===== config.mk =====
export PLATFORM = sky130hd
export DESIGN_NAME = gf2m_mul_arbiter
export DESIGN_NICKNAME = d
export VERILOG_FILES = /design/src/rtl/gf2m_mul_arbiter.sv
export SDC_FILE = /design/constraint.sdc
export NUM_CORES = 1
export LEC_CHECK = 0
export BUFFER_PORTS_ARGS = -buffer_cell sky130_fd_sc_hd__buf_2
export CORE_AREA = 5 5 592 594
export CTS_CLUSTER_DIAMETER = 150
export DETAILED_ROUTE_END_ITERATION = 7
export DIE_AREA = 0 0 597 599
export GPL_TIMING_DRIVEN = 0
export PLACE_DENSITY = 0.3
export SLEW_MARGIN = 20
export SYNTH_ARGS = -nofsm -noshare
export SYNTH_HDL_FRONTEND = slang
export SYNTH_SLANG_ARGS = --single-unit

===== constraint.sdc =====
create_clock -name clk -period 2.9 [get_ports clk]
set_clock_uncertainty 0.15 [all_clocks]
set_input_delay 0.435 -clock clk [delete_from_list [all_inputs] [get_ports clk]]
set_output_delay 0.435 -clock clk [all_outputs]
set_load 0.05 [all_outputs]

===== src/rtl/gf2m_mul_arbiter.sv =====
`default_nettype none
// ============================================================================
// Module      : gf2m_mul_arbiter
// Description : Round-robin arbiter and sequencer that shares one external
//               digit-serial GF(2^m) multiplier among N_REQ requesters.
//               One request is accepted at a time. Its operands are latched,
//               a one-cycle start pulse is issued, and the sequencer waits
//               for done. The product is then returned to the requester that
//               was granted.
//
// Parameters  : WIDTH   - field degree m, operand/result width
//               N_REQ   - number of requesters (2..8)
//               TIMEOUT - max BUSY cycles before abort (present only when
//                         GF2M_ARB_TIMEOUT_EN is defined)
//
// Ports       : clk, rst_b            clock, async active-low reset
//               req/req_op_a/req_op_b requester levels and packed operands
//               gnt                   one-hot grant (comb, IDLE only)
//               resp_valid/resp_data  one-hot response pulse + product
//               resp_err              response is a timeout abort
//               busy                  sequencer not in IDLE
//               mul_start/op_a/op_b   multiplier launch interface
//               mul_done/mul_op_c     multiplier completion interface
//
// Optional    : `define GF2M_ARB_TIMEOUT_EN enables the BUSY watchdog;
//               without it, BUSY waits forever and resp_err is tied 0.
//
// Revision    : 1.0 - initial release
// ============================================================================
module gf2m_mul_arbiter #(
    parameter int WIDTH   = 127,
    parameter int N_REQ   = 4
`ifdef GF2M_ARB_TIMEOUT_EN
    ,
    parameter int TIMEOUT = 64
`endif
) (
    input  logic                   clk,
    input  logic                   rst_b,
    input  logic [N_REQ-1:0]       req,
    input  logic [N_REQ*WIDTH-1:0] req_op_a,
    input  logic [N_REQ*WIDTH-1:0] req_op_b,
    output logic [N_REQ-1:0]       gnt,
    output logic [N_REQ-1:0]       resp_valid,
    output logic [WIDTH-1:0]       resp_data,
    output logic                   resp_err,
    output logic                   busy,
    output logic                   mul_start,
    output logic [WIDTH-1:0]       mul_op_a,
    output logic [WIDTH-1:0]       mul_op_b,
    input  logic                   mul_done,
    input  logic [WIDTH-1:0]       mul_op_c
);

    localparam int ID_W = (N_REQ > 1) ? $clog2(N_REQ) : 1;

    localparam logic [1:0] S_IDLE  = 2'd0;
    localparam logic [1:0] S_ISSUE = 2'd1;
    localparam logic [1:0] S_BUSY  = 2'd2;
    localparam logic [1:0] S_RESP  = 2'd3;

    logic [1:0]       state_q, state_d;
    logic [ID_W-1:0]  ptr_q, ptr_d;
    logic [ID_W-1:0]  id_q, id_d;
    logic [WIDTH-1:0] op_a_q, op_a_d;
    logic [WIDTH-1:0] op_b_q, op_b_d;
    logic [WIDTH-1:0] resp_data_q, resp_data_d;

    logic [ID_W-1:0]  sel;
    logic [ID_W-1:0]  cand;
    logic             found;
    int               idx;
    logic [WIDTH-1:0] sel_op_a, sel_op_b;

`ifdef GF2M_ARB_TIMEOUT_EN
    localparam int CNT_W = $clog2(TIMEOUT + 1);
    logic [CNT_W-1:0] cnt_q, cnt_d;
    logic             err_q, err_d;
`endif

    // Round-robin pick: first requester at or above ptr, wrapping modulo
    // N_REQ. ptr always points one past the last served id, so the id that
    // was just served becomes the lowest priority.
    always_comb begin
        sel   = ptr_q;
        found = 1'b0;
        idx   = 0;
        cand  = '0;
        for (int k = 0; k < N_REQ; k++) begin
            idx  = (int'(ptr_q) + k) % N_REQ;
            cand = ID_W'(idx);
            if (!found && req[cand]) begin
                found = 1'b1;
                sel   = cand;
            end
        end
    end

    // Operand mux for the selected requester.
    always_comb begin
        sel_op_a = '0;
        sel_op_b = '0;
        for (int i = 0; i < N_REQ; i++) begin
            if (sel == ID_W'(i)) begin
                sel_op_a = req_op_a[i*WIDTH +: WIDTH];
                sel_op_b = req_op_b[i*WIDTH +: WIDTH];
            end
        end
    end

    always_comb begin
        state_d     = state_q;
        ptr_d       = ptr_q;
        id_d        = id_q;
        op_a_d      = op_a_q;
        op_b_d      = op_b_q;
        resp_data_d = resp_data_q;
`ifdef GF2M_ARB_TIMEOUT_EN
        cnt_d       = cnt_q;
        err_d       = err_q;
`endif
        case (state_q)
            S_IDLE: begin
                if (found) begin
                    id_d    = sel;
                    op_a_d  = sel_op_a;
                    op_b_d  = sel_op_b;
                    state_d = S_ISSUE;
                end
            end
            S_ISSUE: begin
`ifdef GF2M_ARB_TIMEOUT_EN
                cnt_d   = '0;
`endif
                state_d = S_BUSY;
            end
            S_BUSY: begin
                // A done arriving in the expiry cycle takes priority over
                // the abort, so a late but valid product is never dropped.
                if (mul_done) begin
                    resp_data_d = mul_op_c;
`ifdef GF2M_ARB_TIMEOUT_EN
                    err_d       = 1'b0;
`endif
                    state_d     = S_RESP;
                end
`ifdef GF2M_ARB_TIMEOUT_EN
                else if (cnt_q == CNT_W'(TIMEOUT)) begin
                    resp_data_d = '0;
                    err_d       = 1'b1;
                    state_d     = S_RESP;
                end else begin
                    cnt_d = cnt_q + 1'b1;
                end
`endif
            end
            S_RESP: begin
                ptr_d   = (id_q == ID_W'(N_REQ - 1)) ? '0 : id_q + 1'b1;
                state_d = S_IDLE;
            end
            default: state_d = S_IDLE;
        endcase
    end

    always_ff @(posedge clk or negedge rst_b) begin
        if (!rst_b) begin
            state_q     <= S_IDLE;
            ptr_q       <= '0;
            id_q        <= '0;
            op_a_q      <= '0;
            op_b_q      <= '0;
            resp_data_q <= '0;
`ifdef GF2M_ARB_TIMEOUT_EN
            cnt_q       <= '0;
            err_q       <= 1'b0;
`endif
        end else begin
            state_q     <= state_d;
            ptr_q       <= ptr_d;
            id_q        <= id_d;
            op_a_q      <= op_a_d;
            op_b_q      <= op_b_d;
            resp_data_q <= resp_data_d;
`ifdef GF2M_ARB_TIMEOUT_EN
            cnt_q       <= cnt_d;
            err_q       <= err_d;
`endif
        end
    end

    // gnt is combinational from req; it is gated with rst_b so that a
    // requester never sees a grant that the held-in-reset flops cannot take.
    assign gnt        = (rst_b && (state_q == S_IDLE) && found) ?
                        (N_REQ'(1) << sel) : '0;
    assign resp_valid = (state_q == S_RESP) ? (N_REQ'(1) << id_q) : '0;
    assign resp_data  = resp_data_q;
    assign busy       = (state_q != S_IDLE);
    assign mul_start  = (state_q == S_ISSUE);
    assign mul_op_a   = op_a_q;
    assign mul_op_b   = op_b_q;
`ifdef GF2M_ARB_TIMEOUT_EN
    assign resp_err   = err_q;
`else
    assign resp_err   = 1'b0;
`endif

endmodule
`default_nettype wire


==> impl_results.md <==
* Status: finished, violations left
* Violations in the final reports: negative setup slack
* Kind of end point of the critical path: flop
* Detailed Place HPWL at 260 mm
* Post-synth design cell area at 21700 sq um
* Antenna-violating nets left at 0
* TritonCTS buffer count at 61
* Total DRC errors in the routed layout at 0
* Total power after layout at 55400 uW
* Number of enable flip-flop cells after synthesis at 0
* Maximum level of the CTS H-tree at 2
* Max-slew violations at 0
* Routability Congestion at 0.944
* Area growth, synth to finish at 128%
* Remaining Overflow, GRT at 0
* Fraction of synthesis flops using an asynchronous set or reset pin at 1.00
* Number of antenna violations at the first check in global routing at 149
* Maximum number of pins on one net before global-route repair at 84
* Worst endpoint data arrival time at 3.62 ns
* Number of cell instances on the worst register-to-register path at 10
* Count of final hold-check violations at 0
* PD cells at 1120 nW/um^2
* Power share of the combinational group at 0.666
* Slew at the pin closest to its max-slew limit at 1.15 ns
* Crit path required time at 3.39 ns
* Tightest slew margin relative to the limit at 0.233
* Clock-pin transition on the worst setup and hold timing paths at 0.06 ns
* Footprint of the flip-flops and latches at 9690 sq um
* Routed vias/inst at 3.44
* P_int at 22600 uW
* Number of fill cells at 39543
* Cell Rows at 216
* Maximum resistive drop on vdd at 0.562 mV
* Layout cell share with drive strength beyond 1 at 0.423
* Critical path class: reg -> reg
* Leakage power of the design at 0.0205 uW
* Distinct cells, synth at 39
* Sequential fraction of the synthesis area at 0.447
* Total routing resource utilization after global routing at 0.160
* Height of the chip at 599 um
* Number of maximum-capacitance constraint violations at 0
* Std-Cell Core Area at 345000 sq um
* Number of nets produced by synthesis at 3307
* Die width at 597 um
* Via total after detailed routing at 32740
* Top flip-flop cell by instance count after synthesis: dfrtp_1
* Worst-skew pair later-pin latency at 0.72 ns
* Initial cell density of the core at 0.0629
* Endpoints failing setup at 39
* Yosys synthesis warning count at 0
* Number of synthesized register bits at 387
* Final worst path period share at 1.08
* Number of clock sinks at 387
* Unrepaired setup endpoints after global routing: true
* IO Port Bufs at 1540
* Crit path max fanout at 10
* Final worst slack at -0.225 ns
* Proportion of power drawn by the clock network at 0.148
* Reg-to-reg slack, setup at -0.23 ns
* Post-Syn Instances at 2148
* Cell taking the most area after synthesis: dfrtp_1
* Combined area of the multi-input logic cells at 11400 sq um
* Wire length of the first global-routing pass at 374 mm
* Nets at 5976
* Hold-critical path depth at 2
* Total routed wirelength at 301 mm
* Routed wirelength normalized by instance count at 31.6 um
* Maximum clock insertion buffer count at 3
* Per-instance average area after synthesis at 10.1 sq um
* Number of global-route vias before repair at 34762
* Min cycle time layout at 3.13 ns
* Total Die Area at 358000 sq um
* Ranking of synthesized cells by area: dfrtp_1, o221ai_1, o31a_1, mux2_2, a211oi_1
* Part of the total power dissipated in sequential elements at 0.186
* Utilization of the core after routing at 0.143
* Share of the synthesized area in the top cell type at 0.447
* Detailed Route Iter0 Violations at 2141
* Clock tree root buffer cell: clkbuf_16
* Sw Ratio at 0.592
* Maximum achievable frequency at 0.320 GHz
* Nature of the critical path startpoint: flop
* TritonCTS clock tree: built
* Setup WS pre-CTS at -1.85 ns
* Hold crit path type: in -> reg
* Net switching component of the power at 32800 uW
* Number of top-level pins at 1542
* First drt pass iteration count at 5
## repair_timing
item,CTS,global route
gates resized for setup,201,58
hold buffers,1022,2
setup buffers,18,7
pin swaps,8,2
endpoints found under the hold margin,494,1
cloned,0,0
setup endpoints to repair,292,134
## power groups by stage
stage | Clock, uW | Sequential (uW) | Combinational [uW]
after floorplan | 0 | 19000 | 9590
after global placement | 0 | 10400 | 34800
after detailed placement | 0 | 10400 | 35200
after CTS | 8600 | 10400 | 37700
after global routing | 8730 | 10600 | 38700
final | 8220 | 10300 | 36900
## cells by family (layout without fill, tap and decap cells)
kind of cell    count (synthesis)  in the layout  synth area share
simple gates                  287            287            0.0614
mux                           127            127            0.0660
other cells                     1             75          0.000173
buf+inv                       294           3009            0.0560
compound gates               1043           1043             0.365
fa+ha+maj                       9              9           0.00519
flops                         387            387             0.447
## worst max-delay path: stages, from the launching register on
cell	delay (ns)
dfrtp_1	0.33
buf_6	0.12
nor3b_4	0.19
o22ai_2	0.10
a21boi_4	0.16
buf_12	0.16
buf_2	0.71
buf_2	0.61
a211oi_4	0.06
buf_8	0.18
o21ai_1	0.14
## routing by layer
metal | vias up | GRT usage | part of all wire | routed length [um]
li1 | 14119 | - | - | -
met1 | 16411 | 0.193 | 0.41 | 122000
met2 | 1757 | 0.279 | 0.48 | 145000
met3 | 399 | 0.0459 | 0.079 | 23700
met4 | 54 | 0.0412 | 0.033 | 9880
met5 | - | 0 | 0.0011 | 343
## final timing paths
kind                                      startpoint                         to
setup / recovery                ptr_q[1]$_DFFE_PN0P_   mul_op_a[51]$_DFFE_PN0P_
hold / removal                          mul_op_c[30]  resp_data[30]$_DFFE_PN0P_
setup reg to reg                ptr_q[1]$_DFFE_PN0P_   mul_op_a[51]$_DFFE_PN0P_
hold reg to reg            mul_op_b[116]$_DFFE_PN0P_  mul_op_b[116]$_DFFE_PN0P_
max in group asynchronous                      rst_b  mul_op_b[103]$_DFFE_PN0P_
min in group asynchronous                      rst_b   mul_op_b[61]$_DFFE_PN0P_
## flip-flops by register name, indices dropped and copies added (netlist names)
signal / flops
mul_op_a: 127
mul_op_b: 127
resp_data: 127
id_q: 2
ptr_q: 2
state_q: 2
## final cells by class
cell class,instances,area share
Antenna cell,74,0.00375
Buffer,281,0.0316
Clock buffer,78,0.0344
Clock inverter,31,0.00889
Inverter,9,0.000684
Multi-Input combinational cell,1467,0.230
Sequential cell,387,0.196
Tap cell,4578,0.116
Timing Repair Buffer,2610,0.379
## cell usage after synthesis, types with 3 or more instances
cell      number
dfrtp_1      387
clkbuf_1     187
nand2_1      179
o21ai_1      173
a211oi_1     171
o221ai_1     171
o31a_1       171
mux2_2       127
a21oi_1       90
o22a_1        84
a221o_1       83
nand4_1       83
o31ai_1       83
buf_2         71
buf_1         22
ha_1           9
inv_1          8
o21ai_0        6
nor2_1         5
and2_1         4
buf_4          4
a21o_1         3
nand2b_1       3
nor2b_1        3
nor3_1         3
## cells in the final DEF, fill, tap and decap left out, types with 13 or more instances in the layout
master            n
a211oi_1        162
a21oi_1          78
a221o_1          79
buf_1            13
buf_16           14
buf_2          1581
buf_4            37
buf_6            22
clkbuf_1        127
clkbuf_16        63
clkbuf_2         54
clkbuf_8         13
clkinv_2         13
dfrtp_1         385
diode_2          74
dlygate4sd3_1  1018
mux2_2          127
nand2_1         177
nand4_1          83
o21ai_1         173
o221ai_1        160
o22a_1           84
o31a_1          169
o31ai_1          64
o31ai_2          16
## per-stage QoR
stage                     cell area, sq um  instances  hold slack (ns)  setup TNS, ns
after detailed placement             35700       8288            0.258        -249.02
after floorplan                      21700       2148          -0.0106         -0.662
final                                49400       9515           0.0209          -2.63
after CTS                            49100       9436         0.000265         -10.11
after global placement               35100       8266            0.317       -3933.74
after global routing                 49300       9460          0.00367          -5.77
(Power assumes the default switching activity.)
